===== config.mk =====
export PLATFORM = sky130hd
export DESIGN_NAME = hwag_sync_ctrl
export DESIGN_NICKNAME = d
export VERILOG_FILES = /design/src/rtl/hwag_sync_ctrl.sv
export SDC_FILE = /design/constraint.sdc
export NUM_CORES = 1
export LEC_CHECK = 0
export CAP_MARGIN = 10
export CORE_MARGIN = 3
export CORE_UTILIZATION = 35
export DETAILED_ROUTE_END_ITERATION = 8
export GPL_ROUTABILITY_DRIVEN = 0
export PLACE_DENSITY = 0.55
export SLEW_MARGIN = 5
export SYNTH_ARGS = -nofsm -noshare
export SYNTH_HDL_FRONTEND = slang
export SYNTH_SLANG_ARGS = --single-unit

===== constraint.sdc =====
create_clock -name clk -period 2.7 [get_ports clk]
set_input_delay 0.27 -clock clk [delete_from_list [all_inputs] [get_ports clk]]
set_output_delay 0.27 -clock clk [all_outputs]
set_load 0.1 [all_outputs]

===== src/rtl/hwag_sync_ctrl.sv =====
// Crank-wheel synchronisation controller: measures tooth periods, detects the
// missing-tooth gap and tracks the tooth index once the wheel pattern is locked.
module hwag_sync_ctrl #(
    parameter int PCNT_WIDTH = 24,
    parameter int TCNT_WIDTH = 8,
    parameter int TEETH      = 58,
    parameter int GAP_SHIFT  = 1
) (
    input  logic                  clk,
    input  logic                  rst,
    input  logic                  en,
    input  logic                  tick,
    input  logic                  cap,
    output logic [PCNT_WIDTH-1:0] period_last,
    output logic [PCNT_WIDTH-1:0] period_prev,
    output logic [TCNT_WIDTH-1:0] tooth_num,
    output logic                  synced,
    output logic                  gap_strb,
    output logic                  err_strb,
    output logic                  stall_strb,
    output logic [2:0]            state_dbg
);
    // tick and cap are single-cycle strobes sampled on every clk edge; there is
    // no backpressure, every cap seen outside IDLE is acted upon in that cycle.

    typedef enum logic [2:0] {IDLE, WAIT1, WAIT2, SEARCH, SYNC} state_t;

    localparam int XW = PCNT_WIDTH + GAP_SHIFT;
    localparam logic [PCNT_WIDTH-1:0] PCNT_MAX   = '1;
    localparam logic [TCNT_WIDTH-1:0] LAST_TOOTH = TCNT_WIDTH'(TEETH - 1);

    state_t                state, state_nx;
    logic [PCNT_WIDTH-1:0] pcnt, pcnt_nx, last_nx, prev_nx, pcnt_reload;
    logic [TCNT_WIDTH-1:0] tooth_nx;
    logic                  gap_nx, err_nx, stall_nx;
    logic [XW-1:0]         cap_ext, lim_ext;
    logic                  is_gap, pcnt_sat;

    // Widened compare so the shifted previous period cannot overflow.
    assign cap_ext     = XW'(pcnt);
    assign lim_ext     = XW'(period_last) << GAP_SHIFT;
    assign is_gap      = cap_ext > lim_ext;
    assign pcnt_sat    = (pcnt == PCNT_MAX);
    assign pcnt_reload = {{(PCNT_WIDTH-1){1'b0}}, tick};
    assign state_dbg   = state;

    always_comb begin
        state_nx = state;
        pcnt_nx  = pcnt;
        last_nx  = period_last;
        prev_nx  = period_prev;
        tooth_nx = tooth_num;
        gap_nx   = 1'b0;
        err_nx   = 1'b0;
        stall_nx = 1'b0;

        if (!en) begin
            state_nx = IDLE;
            pcnt_nx  = '0;
            last_nx  = '0;
            prev_nx  = '0;
            tooth_nx = '0;
        end else begin
            if (state != IDLE && tick && !pcnt_sat) begin
                pcnt_nx = pcnt + 1'b1;
            end
            case (state)
                IDLE: state_nx = WAIT1;
                WAIT1: begin
                    if (cap) begin
                        pcnt_nx  = pcnt_reload;
                        state_nx = WAIT2;
                    end
                end
                default: begin
                    if (cap) begin
                        pcnt_nx = pcnt_reload;
                        prev_nx = period_last;
                        last_nx = pcnt;
                        if (state == WAIT2) begin
                            state_nx = SEARCH;
                        end else if (state == SEARCH) begin
                            tooth_nx = '0;
                            if (is_gap) begin
                                gap_nx   = 1'b1;
                                state_nx = SYNC;
                            end
                        end else if (is_gap && tooth_num == LAST_TOOTH) begin
                            gap_nx   = 1'b1;
                            tooth_nx = '0;
                        end else if (is_gap || tooth_num == LAST_TOOTH) begin
                            // Early or missing gap: the wheel pattern no longer matches.
                            err_nx   = 1'b1;
                            tooth_nx = '0;
                            state_nx = SEARCH;
                        end else begin
                            tooth_nx = tooth_num + 1'b1;
                        end
                    end else if (pcnt_sat) begin
                        stall_nx = 1'b1;
                        tooth_nx = '0;
                        pcnt_nx  = '0;
                        state_nx = WAIT1;
                    end
                end
            endcase
        end
    end

    always_ff @(posedge clk or posedge rst) begin
        if (rst) begin
            state       <= IDLE;
            pcnt        <= '0;
            period_last <= '0;
            period_prev <= '0;
            tooth_num   <= '0;
            synced      <= 1'b0;
            gap_strb    <= 1'b0;
            err_strb    <= 1'b0;
            stall_strb  <= 1'b0;
        end else begin
            state       <= state_nx;
            pcnt        <= pcnt_nx;
            period_last <= last_nx;
            period_prev <= prev_nx;
            tooth_num   <= tooth_nx;
            synced      <= (state_nx == SYNC);
            gap_strb    <= gap_nx;
            err_strb    <= err_nx;
            stall_strb  <= stall_nx;
        end
    end
endmodule


### Word-level counts from Yosys, hierarchy flattened

Index checks and enable logic that the tools add are counted.

| word-level totals | value |
|---|---|
| register bits | 87 |
| input port bits | 5 |
| output and inout port bits | 63 |
| logic and storage cells | 80 |

| operators by class | value |
|---|---|
| add/subtract/negate cells | 2 |
| order comparisons | 1 |
| equality and inequality tests | 10 |
| muxes and demuxes | 48 |
| reductions and logical operators | 10 |

Operators by type and width:

| kind | number |
|---|---|
| $mux W24 | 11 |
| $mux W8 | 8 |
| $pmux W24 S2 | 1 |
| $mux W3 | 9 |
| $gt A24 B25 Y1 | 1 |
| $add A24 B1 Y24 const B | 1 |
| $eq A24 B24 Y1 const B | 1 |
| $mux W1 | 18 |
| $add A8 B1 Y8 const B | 1 |
| $eq A8 B6 Y1 const B | 1 |
| $eq A3 B2 Y1 const B | 2 |
| $pmux W3 S2 | 1 |
| $eq A3 B1 Y1 const B | 1 |
| $eq A3 B3 Y1 const B | 1 |
| $logic_and A1 B1 Y1 | 3 |
| $logic_not A3 Y1 | 1 |
| $ne A3 B1 Y1 const B | 1 |
| $ne A3 B3 Y1 const B | 1 |
| $reduce_and A3 Y1 | 1 |
| $reduce_bool A3 Y1 | 1 |
| $ne A2 B1 Y1 const B | 1 |
| $ne A2 B2 Y1 const B | 1 |
| $reduce_and A2 Y1 | 1 |
| $reduce_or A2 Y1 | 1 |
| other kinds (2) | 2 |

### Depth between registers and ports, before layout

Gate-level depths: netlist of the first run.

| depth | value |
|---|---|
| depth in word-level cells | 10 |
| mapped depth | 15 |
| mapped depth without buffers | 15 |

### Least setup slack after synthesis of the first run

No wires, ideal clock.

| timing path | value |
|---|---|
| path kind | reg2reg |
| start | register period_last[21] |
| end | register tooth_num[6] |
| library setup time | 0.093 ns |
| data arrival time | 3.298 ns |
| required time | 2.607 ns |
| setup slack | -0.690 ns |
| cell stages (with the launch flop) | 15 |
| path buffers | 0 |
| period minus slack after synthesis | 3.390 ns |
| cell sequence | dfrtp_1 -> inv_1 -> ha_1 -> a21o_1 -> a21oi_1 -> o32ai_1 -> a211o_1 -> nor2_1 -> nor2_1 -> ha_1 -> nor3b_1 -> nand2_1 -> nor2_1 -> nand4_1 -> o21ai_0 |

| on the way | value |
|---|---|
| cells in the longest elaborated chain, start to end | 9 |
| elaborated cells between the ends (all ways) | 10 |
| those cells by class | order compare (1); mux (7); reduce/logical (2) |

Ends and longest elaborated chain:

| item | RTL line | text |
|---|---|---|
| start, declared | 14 | `output logic [PCNT_WIDTH-1:0] period_last,` |
| start signal, assigned | 124 | `period_last <= last_nx;` |
| $gt A24 B25 Y1 (*) | 42 | `assign is_gap = cap_ext > lim_ext;` |
| $logic_or A1 B1 Y1 | 91 | `end else if (is_gap \|\| tooth_num == LAST_TOOTH) begin` |
| $mux W8 | 91 |  |
| $mux W8 (*) | 88 | `end else if (is_gap && tooth_num == LAST_TOOTH) begin` |
| $mux W8 (*) | 82 | `end else if (state == SEARCH) begin` |
| $mux W8 (*) | 80 | `if (state == WAIT2) begin` |
| $mux W8 (*) | 76 | `if (cap) begin` |
| $mux W8 (*) | 67 | `case (state)` |
| $mux W8 (*) | 57 | `if (!en) begin` |
| end signal, assigned | 126 | `tooth_num <= tooth_nx;` |
| end, declared | 16 | `output logic [TCNT_WIDTH-1:0] tooth_num,` |

Mark *: on every way between the ends. The rest lies on a longest branch, timed or not. The select of a mux whose other input is x is not followed.
A chain may end at the register's enable or synchronous reset.

### Worst setup path in the final report of the first run

| timing path | value |
|---|---|
| start | register pcnt[22] |
| end | register tooth_num[0] |

| on the way | value |
|---|---|
| cells in the longest elaborated chain, start to end | 9 |
| elaborated cells between the ends (all ways) | 13 |
| those cells by class | order compare (1); eq/ne (2); mux (7); reduce/logical (3) |

Ends and longest elaborated chain:

| item | RTL line | text |
|---|---|---|
| start, declared | 33 | `logic [PCNT_WIDTH-1:0] pcnt, pcnt_nx, last_nx, prev_nx, pcnt_reload;` |
| start signal, assigned | 123 | `pcnt <= pcnt_nx;` |
| $gt A24 B25 Y1 | 42 |  |
| $logic_or A1 B1 Y1 | 91 |  |
| $mux W8 | 91 |  |
| $mux W8 | 88 |  |
| $mux W8 | 82 |  |
| $mux W8 | 80 |  |
| $mux W8 | 76 |  |
| $mux W8 | 67 |  |
| $mux W8 | 57 |  |

Several ways; a longest one is shown, not always the timed one. The select of a mux whose other input is x is not followed.

==> results.md, run 1 <==
* Final Max Tran Viols at 0
* First-pass GRT wire length at 20.3 mm
* Crit share post-route at 1.06
* CP Capture Type: register
* Number of hold-slack violations in the final timing report at 0
* Largest family of logic cells by synthesized area: simple AND/OR/NAND/NOR gates
* DRC at 0
* Buffer type at the clock tree root: sky130_fd_sc_hd__clkbuf_16
* Worst endpoint data arrival time at 3090 ps
* Unrepaired setup endpoints after global routing: yes
* Number of different library cells in the post-synthesis netlist at 52
* Critical-path cell with the highest stage delay: sky130_fd_sc_hd__dfrtp_1
* Total leakage power at 0.00301 µW
* TritonCTS clock tree: yes
* Synth Area in Simple Gates at 0.185
* Rel. slew slack at 0.573
* Number of enable flip-flop cells after synthesis at 0
* Most common flop cell mapped by yosys: sky130_fd_sc_hd__dfrtp_1
* Async set-or-reset flop fraction in the synthesized netlist at 1.00
* Highest cell delay on the worst timing path at roughly 420 ps
* Wire length per cell after detailed routing at 15.5 µm
* CP Buf/Inv Count at 2
* Row cnt at 40
* Worst supply voltage drop on vdd at 0.301 mV
* Routed via count divided by cell count at 5.11
* Post-Synth Adder-Cell Area at 0.0776
* Critical path cell sequence: ha_4 > nand4b_1 > nor4_4 > buf_4 > o31a_1 > nor2_2 > or2_4 > ha_4 > nor3b_4 > nand2_4 > nor2_4 > buf_4 > mux2_2
* Std-Cell Core Area at approximately 12000 µm²
* Max-capacitance violation count at 0
* Number of design-rule violations left by the first detailed-router iteration at 197
* Routed metal-1 wire length at 5.93 mm
* CTS clk-pin slew, worst paths at 60 ps
* Floorplan die area at 14300 µm²
* Share of post-route cells with drive strength above 1 at 0.401
* Top library cells by usage in the layout, fill and taps aside: sky130_fd_sc_hd__buf_4 (151), sky130_fd_sc_hd__dfrtp_1 (64), sky130_fd_sc_hd__nand2_1 (52)
* Min-Delay Path Class: in -> async
* Die height at roughly 120 µm
* Overall fraction of global-route tracks in use at 0.176
* TritonCTS Buffers at 9
* Nets in the synthesized netlist at 497
* Sum of negative setup slack at -682 ps
* Critical path's top delay family: simple AND/OR/NAND/NOR gates
* Violations in the final reports: negative setup slack
* Skew final at 8.67 ps
* Count of boundary I/O pins at 68
* Global route overflow at 0
* Startpoint of the most critical register-to-register path: pcnt[22]
* Width of the chip at 120 µm
* R2R Setup Slk at -170 ps
* Total vias in the final route at 4029
* Sum of routed wire length over all layers at 12.3 mm
* Category of the worst setup path launch point: register
* Post-synthesis mux area share at 0.00249
* CTS H-tree lvls at 3
* Slew at the pin closest to its max-slew limit at 639 ps
* Share of the synthesized area in compound gates (AO/OA/AOI/OAI) at 0.167
* First drt pass iteration count at 5
* Maximum buffer depth of the clock tree at 2
* Layout fillers at 1128
* Input/output buffers at 67
* Area added between synthesis and finish at 44.2%
* Final setup violating endpoints at 10
* Synth Area per Inst at 9.73 µm²
* Required time of the worst setup path at 2930 ps
* Top sig layer: met4
* Post-layout nets at 649
* Core occupancy in the finished layout at 0.529
* Half-perimeter wire length after detailed placement at roughly 8.7 mm
* Overall power of the completed layout at about 2900 µW
* Met3 routed WL at 510 µm
* Worst Path Class, Setup: reg -> reg
* Initial standard-cell utilization of the core at 0.367
* Number of antenna violations at the first check in global routing at 0
* Flops & latches, synth at 87
* Fmax at around 350 MHz
* Sequential share of the synthesized area at 0.482
* Mapped Cells at around 460
* Number of global-route vias before repair at 3963
* End of the worst register-to-register path: tooth_num[0]
* Period minus WS final at approximately 2900 ps
* Later-pin clock latency in the skew report at around 340 ps
* Pin count of the biggest net entering global routing at a little under 50
* Total standard cell area after synthesis at 4520 µm²
* Outcome: finished with violations
* Maximum fanout along the worst path at 7
* Setup WS post-layout at -166 ps
* Most common cell after layout, fill and taps aside: sky130_fd_sc_hd__buf_4
* Total met2 wirelength after detailed routing at 5.66 mm
* Total power per unit cell area at 453 nW/µm²
* Xor-xnor portion of the synthesized cell area at 0.0369
* Routed Antenna Nets at 0
* Yosys warning total at 0
* Cells on worst reg2reg path at 13
* Antenna Diode Count at 0
* Count of clock tree sinks at 87
-- timing repair --
action	4_1_cts	5_1_grt
resized for setup	15	12
pin swaps	16	11
buffers inserted	24	5
hold buffers	0	0
endpoints found under the setup margin	12	13
-- metal layers --
layer / global-route usage / vias up
met1: 0.246 / 1944
met3: 0.0287 / 13
met5: 0 / -
li1: - / 1975
met2: 0.277 / 97
met4: 0.0644 / 0
-- state kept, by name (all words and copies together) (netlist names) --
name / flops
state_dbg: 3
pcnt: 24
err_strb: 1
period_prev: 24
stall_strb: 1
period_last: 24
tooth_num: 8
gap_strb: 1
synced: 1
-- synthesized netlist by cell type, types with 2 or more instances --
cell type	n	area, µm²
sky130_fd_sc_hd__o21ai_0	45	225
sky130_fd_sc_hd__a31oi_1	6	37.5
sky130_fd_sc_hd__or2_2	4	25.0
sky130_fd_sc_hd__and2_1	5	31.3
sky130_fd_sc_hd__buf_6	3	33.8
sky130_fd_sc_hd__a22o_1	22	193
sky130_fd_sc_hd__nand4_1	21	131
sky130_fd_sc_hd__xor2_1	12	105
sky130_fd_sc_hd__dfrtp_1	87	2180
sky130_fd_sc_hd__o31a_1	2	17.5
sky130_fd_sc_hd__a21oi_1	21	105
sky130_fd_sc_hd__o21a_1	3	22.5
sky130_fd_sc_hd__a211oi_1	3	22.5
sky130_fd_sc_hd__nor4_1	5	31.3
sky130_fd_sc_hd__nor3_1	4	20.0
sky130_fd_sc_hd__ha_1	28	350
sky130_fd_sc_hd__nand3_1	11	55.1
sky130_fd_sc_hd__o21ai_1	2	10.0
sky130_fd_sc_hd__nor2_1	32	120
sky130_fd_sc_hd__and4_1	4	35.0
sky130_fd_sc_hd__nor2b_1	2	12.5
sky130_fd_sc_hd__nand2_1	53	199
sky130_fd_sc_hd__clkbuf_1	12	45.0
sky130_fd_sc_hd__o31ai_1	2	15.0
sky130_fd_sc_hd__nand4b_1	2	17.5
sky130_fd_sc_hd__a21o_1	3	22.5
sky130_fd_sc_hd__xnor2_1	7	61.3
sky130_fd_sc_hd__and3_1	6	37.5
sky130_fd_sc_hd__inv_1	32	120
sky130_fd_sc_hd__buf_2	3	15.0
-- metrics by stage --
step	setup WS [ps]	std cells	area [µm²]	hold slack (ps)
6_report	-166	789	6510	316
5_1_grt	-305	789	6510	387
4_1_cts	-122	785	6430	337
3_5_place_dp	-220	745	5820	472
3_3_place_gp	-197	745	5820	465
2_1_floorplan	-169	464	4670	457
-- how the worst max path moves through the flow --
| stage | depth (start not counted) | start | slack (ps) | end |
|---|---|---|---|---|
| 2_1_floorplan | 14 | period_last[21] | -170 | synced |
| 3_3_place_gp | 14 | period_last[18] | -200 | synced |
| 3_5_place_dp | 13 | pcnt[18] | -220 | synced |
| 4_1_cts | 13 | pcnt[22] | -120 | synced |
| 5_1_grt | 15 | period_last[22] | -300 | synced |
| 6_report | 13 | pcnt[22] | -170 | tooth_num[0] |
-- layout make-up --
class,instances,area (µm²),share of cell area
multi-input cells,326,2380,0.366
flip-flops and latches,87,2210,0.339
repair buffers,160,1250,0.192
clock buffers,10,229,0.0352
well taps,168,210,0.0323
inverters,32,126,0.0194
clock inverters,6,109,0.0167
-- logic make-up after synthesis --
| family | Yosys count |
|---|---|
| xor+xnor | 19 |
| mux | 1 |
| compound gates | 118 |
| flops | 87 |
| fa+ha+maj | 28 |
| buf+inv | 51 |
| simple gates | 160 |
-- where the power goes --
group	internal, µW	switching [µW]
clock network	903	513
logic	69.9	144
registers	1310	10.3
-- worst register-to-register path, cell delays in order, from the launching register on --
cell and delay (ps):
sky130_fd_sc_hd__dfrtp_1 420, sky130_fd_sc_hd__ha_4 280, sky130_fd_sc_hd__nand4b_1 200, sky130_fd_sc_hd__nor4_4 340
sky130_fd_sc_hd__buf_4 160, sky130_fd_sc_hd__o31a_1 160, sky130_fd_sc_hd__nor2_2 60, sky130_fd_sc_hd__or2_4 240
sky130_fd_sc_hd__ha_4 170, sky130_fd_sc_hd__nor3b_4 150, sky130_fd_sc_hd__nand2_4 110, sky130_fd_sc_hd__nor2_4 80
sky130_fd_sc_hd__buf_4 140, sky130_fd_sc_hd__mux2_2 240
Power figures use the tool's default switching activity.
==> run 2: changes to the inputs <==
--- a/config.mk
+++ b/config.mk
@@ -6,6 +6,7 @@
 export NUM_CORES = 1
 export LEC_CHECK = 0
 export CAP_MARGIN = 10
+export CORE_ASPECT_RATIO = 1.1
 export CORE_MARGIN = 3
 export CORE_UTILIZATION = 35
 export DETAILED_ROUTE_END_ITERATION = 8
==> results.md, run 2 (same netlist as run 1, synthesis figures left out) <==
* Later-pin clock latency in the skew report at 360 ps (+20 ps)
* Worst endpoint data arrival time at 3050 ps (-40 ps)
* Pin count of the biggest net entering global routing at 49 (unchanged)
* Biggest regs: pcnt: 24 flops, period_last: 24 flops, period_prev: 24 flops
* Rel. slew slack at 0.512 (-0.0612)
* Skew final at 10.4 ps (+1.76 ps)
* Row cnt at 42 (+5.0%)
* Initial standard-cell utilization of the core at 0.367 (+0.000448)
* Hold_ws at 200 ps (-117 ps)
* Floorplan die area at 14300 µm² (about the same)
* Most common cell after layout, fill and taps aside: sky130_fd_sc_hd__buf_4
* CTS clk-pin slew, worst paths at 70 ps (about the same)
* Buffer type at the clock tree root: sky130_fd_sc_hd__clkbuf_16
* Routed Antenna Nets at 0 (unchanged)
* TritonCTS clock tree: yes
* Number of hold-slack violations in the final timing report at 0 (unchanged)
* Die height at 125 µm (+4.6%)
* Overall fraction of global-route tracks in use at 0.172 (-0.00383)
* Count of clock tree sinks at 87 (unchanged)
* Post-layout nets at 631 (-2.8%)
* First drt pass iteration count at 4 (-1)
* Placed Area at 5800 µm² (-0.39%)
* Count of boundary I/O pins at 68 (unchanged)
* Area added between synthesis and finish at 40.5%
* Slew at the pin closest to its max-slew limit at 724 ps (+84.9 ps)
* Setup WS post-layout at -142 ps (+23.8 ps)
* Total power per unit cell area at 443 nW/µm² (-2.1%)
* Global route overflow at 0 (unchanged)
* Category of the worst setup path launch point: register
* Max-capacitance violation count at 0 (unchanged)
* Number of antenna violations at the first check in global routing at 0 (unchanged)
* Crit share post-route at 1.05 (-0.00882)
* Half-perimeter wire length after detailed placement at 8.62 mm (-1.2%)
* Quantity of hold-fixing buffers added after cts at 0 (unchanged)
* TritonCTS Buffers at 9 (unchanged)
* Maximum fanout along the worst path at 3 (-4)
* Violations in the final reports: negative setup slack
* Final setup violating endpoints at 8 (-2)
* Fmax at 352 MHz (+0.84%)
* Top library cells by usage in the layout, fill and taps aside: sky130_fd_sc_hd__buf_4 (131), sky130_fd_sc_hd__dfrtp_1 (64), sky130_fd_sc_hd__nand2_1 (52)
* First-pass GRT wire length at 19.8 mm (-2.5%)
* Std-Cell Core Area at 12300 µm² (-0.12%)
* Total vias in the final route at 3899 (-3.2%)
* CP Capture Type: register
* Wire length per cell after detailed routing at 15.7 µm (+1.2%)
* Unrepaired setup endpoints after global routing: yes
* Worst supply voltage drop on vdd at 0.345 mV (+15%)
* Core occupancy in the finished layout at 0.516 (-0.0132)
* Sum of negative setup slack at -771 ps (-89.6 ps)
* Required time of the worst setup path at 2910 ps (-20 ps)
* Total leakage power at 0.00293 µW (-2.6%)
* Number of design-rule violations left by the first detailed-router iteration at 179 (-9.1%)
* Outcome: finished with violations
* CTS H-tree lvls at 3 (unchanged)
* Pre-CTS worst setup slack at -118 ps (+102 ps)
* Final non-filler cell area at 6340 µm² (-2.6%)
* Share of post-route cells with drive strength above 1 at 0.386 (-0.0146)
* Final Max Tran Viols at 0 (unchanged)
* Layout fillers at 1155 (+2.4%)
* Min-Delay Path Class: in -> async
* Sum of routed wire length over all layers at 11.9 mm (-2.9%)
* Width of the chip at 114 µm (-4.4%)
* Storage cell area at 2210 µm² (unchanged)
* Antenna Diode Count at 0 (unchanged)
* Worst Path Class, Setup: reg -> reg
* Routed via count divided by cell count at 5.15 (+0.86%)
* Number of global-route vias before repair at 3922 (-1.0%)
* Combined area of the multi-input logic cells at 2410 µm² (+1.0%)
* DRC at 0 (unchanged)
* Maximum buffer depth of the clock tree at 2 (unchanged)
* Input/output buffers at 67 (unchanged)
* Period minus WS final at 2840 ps (-23.8 ps)
## run 2: cell types whose count changed in the layout (fill, tap and decap cells not counted), sizes merged
cell,change
buf,-18
clkbuf,+2
bufinv,-2
## run 2: layer usage
metal / global-route usage / wire length [µm] / vias up
met5: 0 / 0 / -
met4: 0.0671 / 209 / 0
met3: 0.0319 / 472 / 13
met2: 0.268 / 5460 / 69
met1: 0.237 / 5760 / 1887
li1: - / - / 1930
## run 2: report_power, final
part           internal [µW]  switching [µW]  leakage, µW
Sequential              1310            10.3      0.00117
Combinational           67.4             145      0.00160
Clock                    763             516     0.000152
Total                   2140             672      0.00293
## run 2: worst max-delay path: stages, from the launching register on
cell	delay, ps
sky130_fd_sc_hd__dfrtp_1	420
sky130_fd_sc_hd__ha_4	280
sky130_fd_sc_hd__nand4_1	200
sky130_fd_sc_hd__nor4_4	300
sky130_fd_sc_hd__buf_4	160
sky130_fd_sc_hd__o31a_1	200
sky130_fd_sc_hd__nor2_4	70
sky130_fd_sc_hd__or2_4	260
sky130_fd_sc_hd__ha_4	170
sky130_fd_sc_hd__nor2_4	140
sky130_fd_sc_hd__o31ai_4	80
sky130_fd_sc_hd__a21o_1	220
sky130_fd_sc_hd__a21oi_2	160
sky130_fd_sc_hd__a221oi_2	40
## run 2: repair_timing
| action | CTS | global route |
|---|---|---|
| gates resized for setup | 8 | 23 |
| setup endpoints to repair | 9 | 12 |
| hold endpoints to repair | 0 | 0 |
| buffers inserted | 3 | 7 |
| pin swaps | 16 | 15 |
## run 2: area by class of cell
class / count / area share
Clock buffer: 12 / 0.0404
Tap cell: 154 / 0.0304
Sequential cell: 87 / 0.348
Multi-Input combinational cell: 326 / 0.380
Inverter: 32 / 0.0191
Clock inverter: 4 / 0.00710
Timing Repair Buffer: 142 / 0.175
## run 2: stage by stage
step | total power [µW] | std cells
after floorplan | 1480 | 464
after global placement | 1540 | 732
after detailed placement | 1540 | 732
after CTS | 2830 | 751
after global routing | 2920 | 757
final | 2810 | 757
## run 2: final timing paths
path                       cells after the start  slack, ps              end       startpoint
max in group asynchronous                      3       1890   period_last[1]              rst
max reg2reg                                   13       -140           synced         pcnt[19]
max                                           13       -140           synced         pcnt[19]
min reg2reg                                    2        480  period_prev[12]  period_prev[12]
min in group clk                               2        480  period_prev[12]  period_prev[12]
min                                            2        200   period_last[3]              rst
